$ cat src/rtl/cpu_pkg.sv
// Shared CPU definitions: NOP encoding, default reset PC, next-PC source codes.
package cpu_pkg;

   localparam logic [31:0] CPU_NOP      = 32'h0000_0000;
   localparam logic [31:0] CPU_RESET_PC = 32'h0000_0000;

   typedef enum logic [1:0] {
      PC_SRC_SEQ  = 2'd0,
      PC_SRC_JUMP = 2'd1,
      PC_SRC_BNE  = 2'd2,
      PC_SRC_JR   = 2'd3
   } pc_src_e;

   function automatic logic [31:0] pc_plus4(input logic [31:0] pc);
      return pc + 32'd4;
   endfunction

endpackage

$ cat src/rtl/if_stage_fetch_pc_next_sel.sv
// Next-PC priority mux: jr > bne > jump > sequential; the older instruction's redirect wins.
module pc_next_sel
   import cpu_pkg::*;
(
   input  logic [31:0] pc,
   input  logic        jump,
   input  logic [31:0] jump_addr,
   input  logic        bne,
   input  logic [31:0] branch_addr,
   input  logic        jr,
   input  logic [31:0] jr_addr,
   output logic [31:0] next_pc,
   output pc_src_e     pc_src
);

   // priority selection of the next fetch address
   always_comb begin
      next_pc = pc_plus4(pc);
      pc_src  = PC_SRC_SEQ;
      if (jr) begin
         next_pc = jr_addr;
         pc_src  = PC_SRC_JR;
      end else if (bne) begin
         next_pc = branch_addr;
         pc_src  = PC_SRC_BNE;
      end else if (jump) begin
         next_pc = jump_addr;
         pc_src  = PC_SRC_JUMP;
      end else begin
         next_pc = pc_plus4(pc);
         pc_src  = PC_SRC_SEQ;
      end
   end

endmodule

$ cat src/rtl/if_stage_fetch.sv
// Fetch stage: PC register, imem address, IF/ID pipeline register.
// Optional IF_PERF_CNT_EN adds saturating flush/stall event counters.
module if_stage_fetch
   import cpu_pkg::*;
#(
   parameter logic [31:0] RESET_PC = CPU_RESET_PC,
   parameter logic [31:0] NOP      = CPU_NOP
) (
   input  logic        clk,
   input  logic        rst_n,
   input  logic        stall,
   input  logic        IF_flush,
   input  logic        jump,
   input  logic [31:0] jump_addr,
   input  logic        bne,
   input  logic [31:0] branch_addr,
   input  logic        jr,
   input  logic [31:0] jr_addr,
   output logic [31:0] imem_addr,
   input  logic [31:0] imem_rdata,
   output logic [31:0] IF_ID_pc4,
   output logic [31:0] IF_ID_instr,
   output logic        IF_ID_valid
`ifdef IF_PERF_CNT_EN
   ,
   output logic [31:0] flush_cnt,
   output logic [31:0] stall_cnt
`endif
);

   logic [31:0] pc_r;
   logic [31:0] next_pc_s;
   pc_src_e     pc_src_s;
   logic        redirect_s;

   pc_next_sel u_pc_next_sel (
      .pc          (pc_r),
      .jump        (jump),
      .jump_addr   (jump_addr),
      .bne         (bne),
      .branch_addr (branch_addr),
      .jr          (jr),
      .jr_addr     (jr_addr),
      .next_pc     (next_pc_s),
      .pc_src      (pc_src_s)
   );

   assign redirect_s = (pc_src_s != PC_SRC_SEQ);
   assign imem_addr  = pc_r;

   // PC register: a redirect always loads, otherwise advance unless stalled
   always_ff @(posedge clk or negedge rst_n) begin
      if (!rst_n) begin
         pc_r <= RESET_PC;
      end else if (redirect_s || !stall) begin
         pc_r <= next_pc_s;
      end else begin
         pc_r <= pc_r;
      end
   end

   // IF/ID register: flush wins, a redirect punches through stall
   always_ff @(posedge clk or negedge rst_n) begin
      if (!rst_n) begin
         IF_ID_instr <= NOP;
         IF_ID_pc4   <= 32'h0000_0000;
         IF_ID_valid <= 1'b0;
      end else if (IF_flush) begin
         IF_ID_instr <= NOP;
         IF_ID_pc4   <= 32'h0000_0000;
         IF_ID_valid <= 1'b0;
      end else if (redirect_s || !stall) begin
         IF_ID_instr <= imem_rdata;
         IF_ID_pc4   <= pc_plus4(pc_r);
         IF_ID_valid <= 1'b1;
      end else begin
         IF_ID_instr <= IF_ID_instr;
         IF_ID_pc4   <= IF_ID_pc4;
         IF_ID_valid <= IF_ID_valid;
      end
   end

`ifdef IF_PERF_CNT_EN
   // saturating event counters
   always_ff @(posedge clk or negedge rst_n) begin
      if (!rst_n) begin
         flush_cnt <= 32'h0000_0000;
         stall_cnt <= 32'h0000_0000;
      end else begin
         if (IF_flush && (flush_cnt != 32'hFFFF_FFFF)) begin
            flush_cnt <= flush_cnt + 32'd1;
         end else begin
            flush_cnt <= flush_cnt;
         end
         if (stall && !redirect_s && (stall_cnt != 32'hFFFF_FFFF)) begin
            stall_cnt <= stall_cnt + 32'd1;
         end else begin
            stall_cnt <= stall_cnt;
         end
      end
   end
`endif

endmodule

$ cat config.mk
export PLATFORM = sky130hd
export DESIGN_NAME = if_stage_fetch
export DESIGN_NICKNAME = d
export VERILOG_FILES = /design/src/rtl/cpu_pkg.sv /design/src/rtl/if_stage_fetch_pc_next_sel.sv /design/src/rtl/if_stage_fetch.sv
export SDC_FILE = /design/constraint.sdc
export NUM_CORES = 1
export LEC_CHECK = 0
export ABC_AREA = 1
export ABC_CLOCK_PERIOD_IN_PS = 3600
export CORE_ASPECT_RATIO = 0.75
export CORE_MARGIN = 4
export CORE_UTILIZATION = 40
export DETAILED_ROUTE_END_ITERATION = 7
export PLACE_DENSITY = 0.73
export SYNTH_ARGS = -nofsm -noshare
export SYNTH_HDL_FRONTEND = slang
export SYNTH_HIERARCHICAL = 1
export SYNTH_SLANG_ARGS = --single-unit
$ cat constraint.sdc
create_clock -name clk -period 3.6 [get_ports clk]
set_clock_uncertainty 0.2 [all_clocks]
set_input_delay 0.36 -clock clk [delete_from_list [all_inputs] [get_ports clk]]
set_output_delay 0.36 -clock clk [all_outputs]
set_load 0.005 [all_outputs]
==> results.ini <==
[sta]
post-route-period-util_pct = 70.50
fmax_ghz = 0.3940
period_needed_ns = 2.538
hold_slack_ns = 0.2846
finalHoldViolCount = 0
relSlewSlack_pct = 44.20
grt_setup_unrepaired = false
worst_pin_slew_ns = 0.8340
slew_viol_final = 0
setup-violations-final = 0
fin_tns_setup_ns = 0

[routing]
first_pass_iters = 5
wl_per_cell_um = 16.75
antenna_left = 0
via_count = 6867
drc = 0
vias_per_cell = 5.183
wl_um = 22190
drt_iter0_drc = 655

[finish]
fillers = 1443
layout-area-overhead-vs-synth_pct = 44.65
antenna_cells = 0
multi_input_area_um2 = 3398
layout-drive-gt1-share_pct = 7.679
final_cell_mix = nand2_1, clkdlybuf4s50_1, nor2_1
final_common_cell = nand2_1
regArea_um2 = 2427
final_nets = 1252

[yosys]
synth_edf_count = 0
syn_nets = 1034
synth-main-ff-cell = dfrtp_1
synthArstFlopShare_pct = 100.0
syn_avg_cell_area_um2 = 6.988
netlist_area_um2 = 6269
postSynthCellCount = 897
synth-seq-area-share_pct = 38.72
ys_ff_latch = 97
synthDistinctLibCells = 40
synth_warnings = 6

[cts]
h-tree-depth = 3
cts.clk_slew.worst_paths_ns = 0.07
cts_root_buf = clkbuf_16
cts_resized = 0
cts_max_path_buffers = 2
cts.sinks = 97
clk_latency_ns = 0.35
post_cts_buffers = 0
cts_tree = done
cts-buffers-inserted = 9

[floorplan]
initial_core_util_pct = 41.04
coreArea_um2 = 15270
die_x_um = 152.6
num_io_pins = 232
num_rows = 39
die_area_um2 = 17760
die_y_um = 116.4

[critical_path]
r2r_slack_ns = 1.16
startpoint = jump
worstPathArrival_ns = 2.61
cp.required_ns = 3.67
reg2reg_depth = 12
startpoint_type = input pin
crit_end = imem_addr[13]
endpoint_kind = register
cp_max_fo = 37
critical_path_class = input pin to register
r2r_start = imem_addr[2]
r2r_end = imem_addr[28]

[worst_hold_path]
hold_path.class = register to register

[outcome]
status = finished, final reports clean

[grt]
grt_usage_pct = 24.69
grt_pass1_wl_um = 35420
grt_max_degree = 65
antenna_found_initial = 0
grt_pass1_vias = 6740
grt.overflow.total = 0

[power_and_ir_drop]
p_leak_nw = 4.111
peakVddDrop_uv = 220.2
p_per_area_nw_per_um2 = 343.9

[job]
maxCapViolCount = 0

[placed_design]
placement.io_buffers = 231
dp_hpwl_um = 16750
place_congestion = 0.8826

[how the worst min path moves through the flow]
stage | slack (ns) | to | from | cells past startpoint
floorplan | -0.14 | IF_ID_instr[0] | rst_n | 0
global placement | 0.22 | imem_addr[25] | rst_n | 1
detailed placement | 0.23 | imem_addr[25] | rst_n | 1
CTS | 0.29 | IF_ID_pc4[19] | IF_ID_pc4[19] | 2
global route | 0.31 | IF_ID_pc4[31] | IF_ID_pc4[31] | 2
finish | 0.28 | IF_ID_pc4[19] | IF_ID_pc4[19] | 2
[what timing repair did]
item                       CTS  global route
hold endpoints to repair    47             0
hold buffers                 1             0
setup endpoints to repair    0             0
[registers in the layout, indices dropped and copies added, names as in the netlist]
signal	flops
IF_ID_instr	32
IF_ID_pc4	32
imem_addr	32
IF_ID_valid	1
[worst max-delay path, cell delays in order]
cell,delay [ns]
clkdlybuf4s50_1,0.63
inv_1,0.09
buf_4,0.27
nor2_1,0.66
a221oi_1,0.19
a21oi_1,0.22
nand2_1,0.07
o21ai_0,0.09
[report_power, final]
part           internal [mW]  leakage, nW  switching (mW)  total, mW
clock                  0.544        0.147           0.441      0.985
sequential              1.18         1.21           0.144       1.32
combinational          0.430         2.76           0.379      0.809
[per-stage QoR]
step                      setup slack [ns]  utilization, %  cell area [um2]  cells  power, mW
after floorplan                      1.430               -             6269    897      1.649
after detailed placement            0.7018           57.34             8758   1308      2.147
final                                1.062           59.37             9067   1325      3.118
after CTS                            1.070           59.37             9067   1325      3.144
after global placement              0.7205           57.34             8758   1308      2.140
after global routing                0.8978           59.37             9067   1325      3.284
[cells in the mapped netlist, types with 2 or more instances]
master,instances,share of area [%]
inv_1,64,3.8
nor2_2,14,1.4
a31oi_1,3,0.30
dfrtp_1,97,39
a22o_1,34,4.8
o21ai_0,54,4.3
buf_6,3,0.54
nand2_4,3,0.54
inv_2,6,0.36
nand3b_1,3,0.36
a21oi_2,2,0.28
ha_1,2,0.40
clkbuf_1,14,0.84
a22oi_1,2,0.24
buf_2,15,1.2
nor2_4,12,2.2
nand3_1,55,4.4
nand2_2,10,1.0
buf_1,2,0.12
a221oi_1,8,1.1
a21boi_0,3,0.36
xnor2_1,4,0.56
nor2_1,139,8.3
nor3_1,3,0.24
o21ai_1,4,0.32
o311ai_0,3,0.42
o211ai_1,3,0.36
nand2_1,274,16
nor2_8,2,0.64
or2_2,5,0.50
a21oi_1,43,3.4
nand3_2,3,0.48
[cell families after synthesis]
group,after synthesis,share of synthesized area [%]
fa+ha+maj,2,0.3991
simple gates,526,36.91
buf+inv,106,7.066
xor+xnor,5,0.6986
compound gates,161,16.21
flops,97,38.72
[cell type report]
class | count | area share (%)
clock buffer | 9 | 2.484
clock inverter | 7 | 0.8141
inverter | 71 | 2.939
multi-input combinational | 694 | 37.48
sequential | 97 | 26.77
tap | 205 | 2.829
timing repair buffer | 242 | 26.69
[per-layer routing]
| layer | up-vias | share of wire (%) | track usage [%] |
|---|---|---|---|
| met2 | 324 | 43 | 38.11 |
| li1 | 3354 | - | - |
| met5 | - | 0 | 0 |
| met1 | 3165 | 46 | 34.88 |
| met4 | 0 | 1.1 | 5.223 |
| met3 | 24 | 9.6 | 7.296 |
Note: power is estimated with default switching activity, not from simulation.
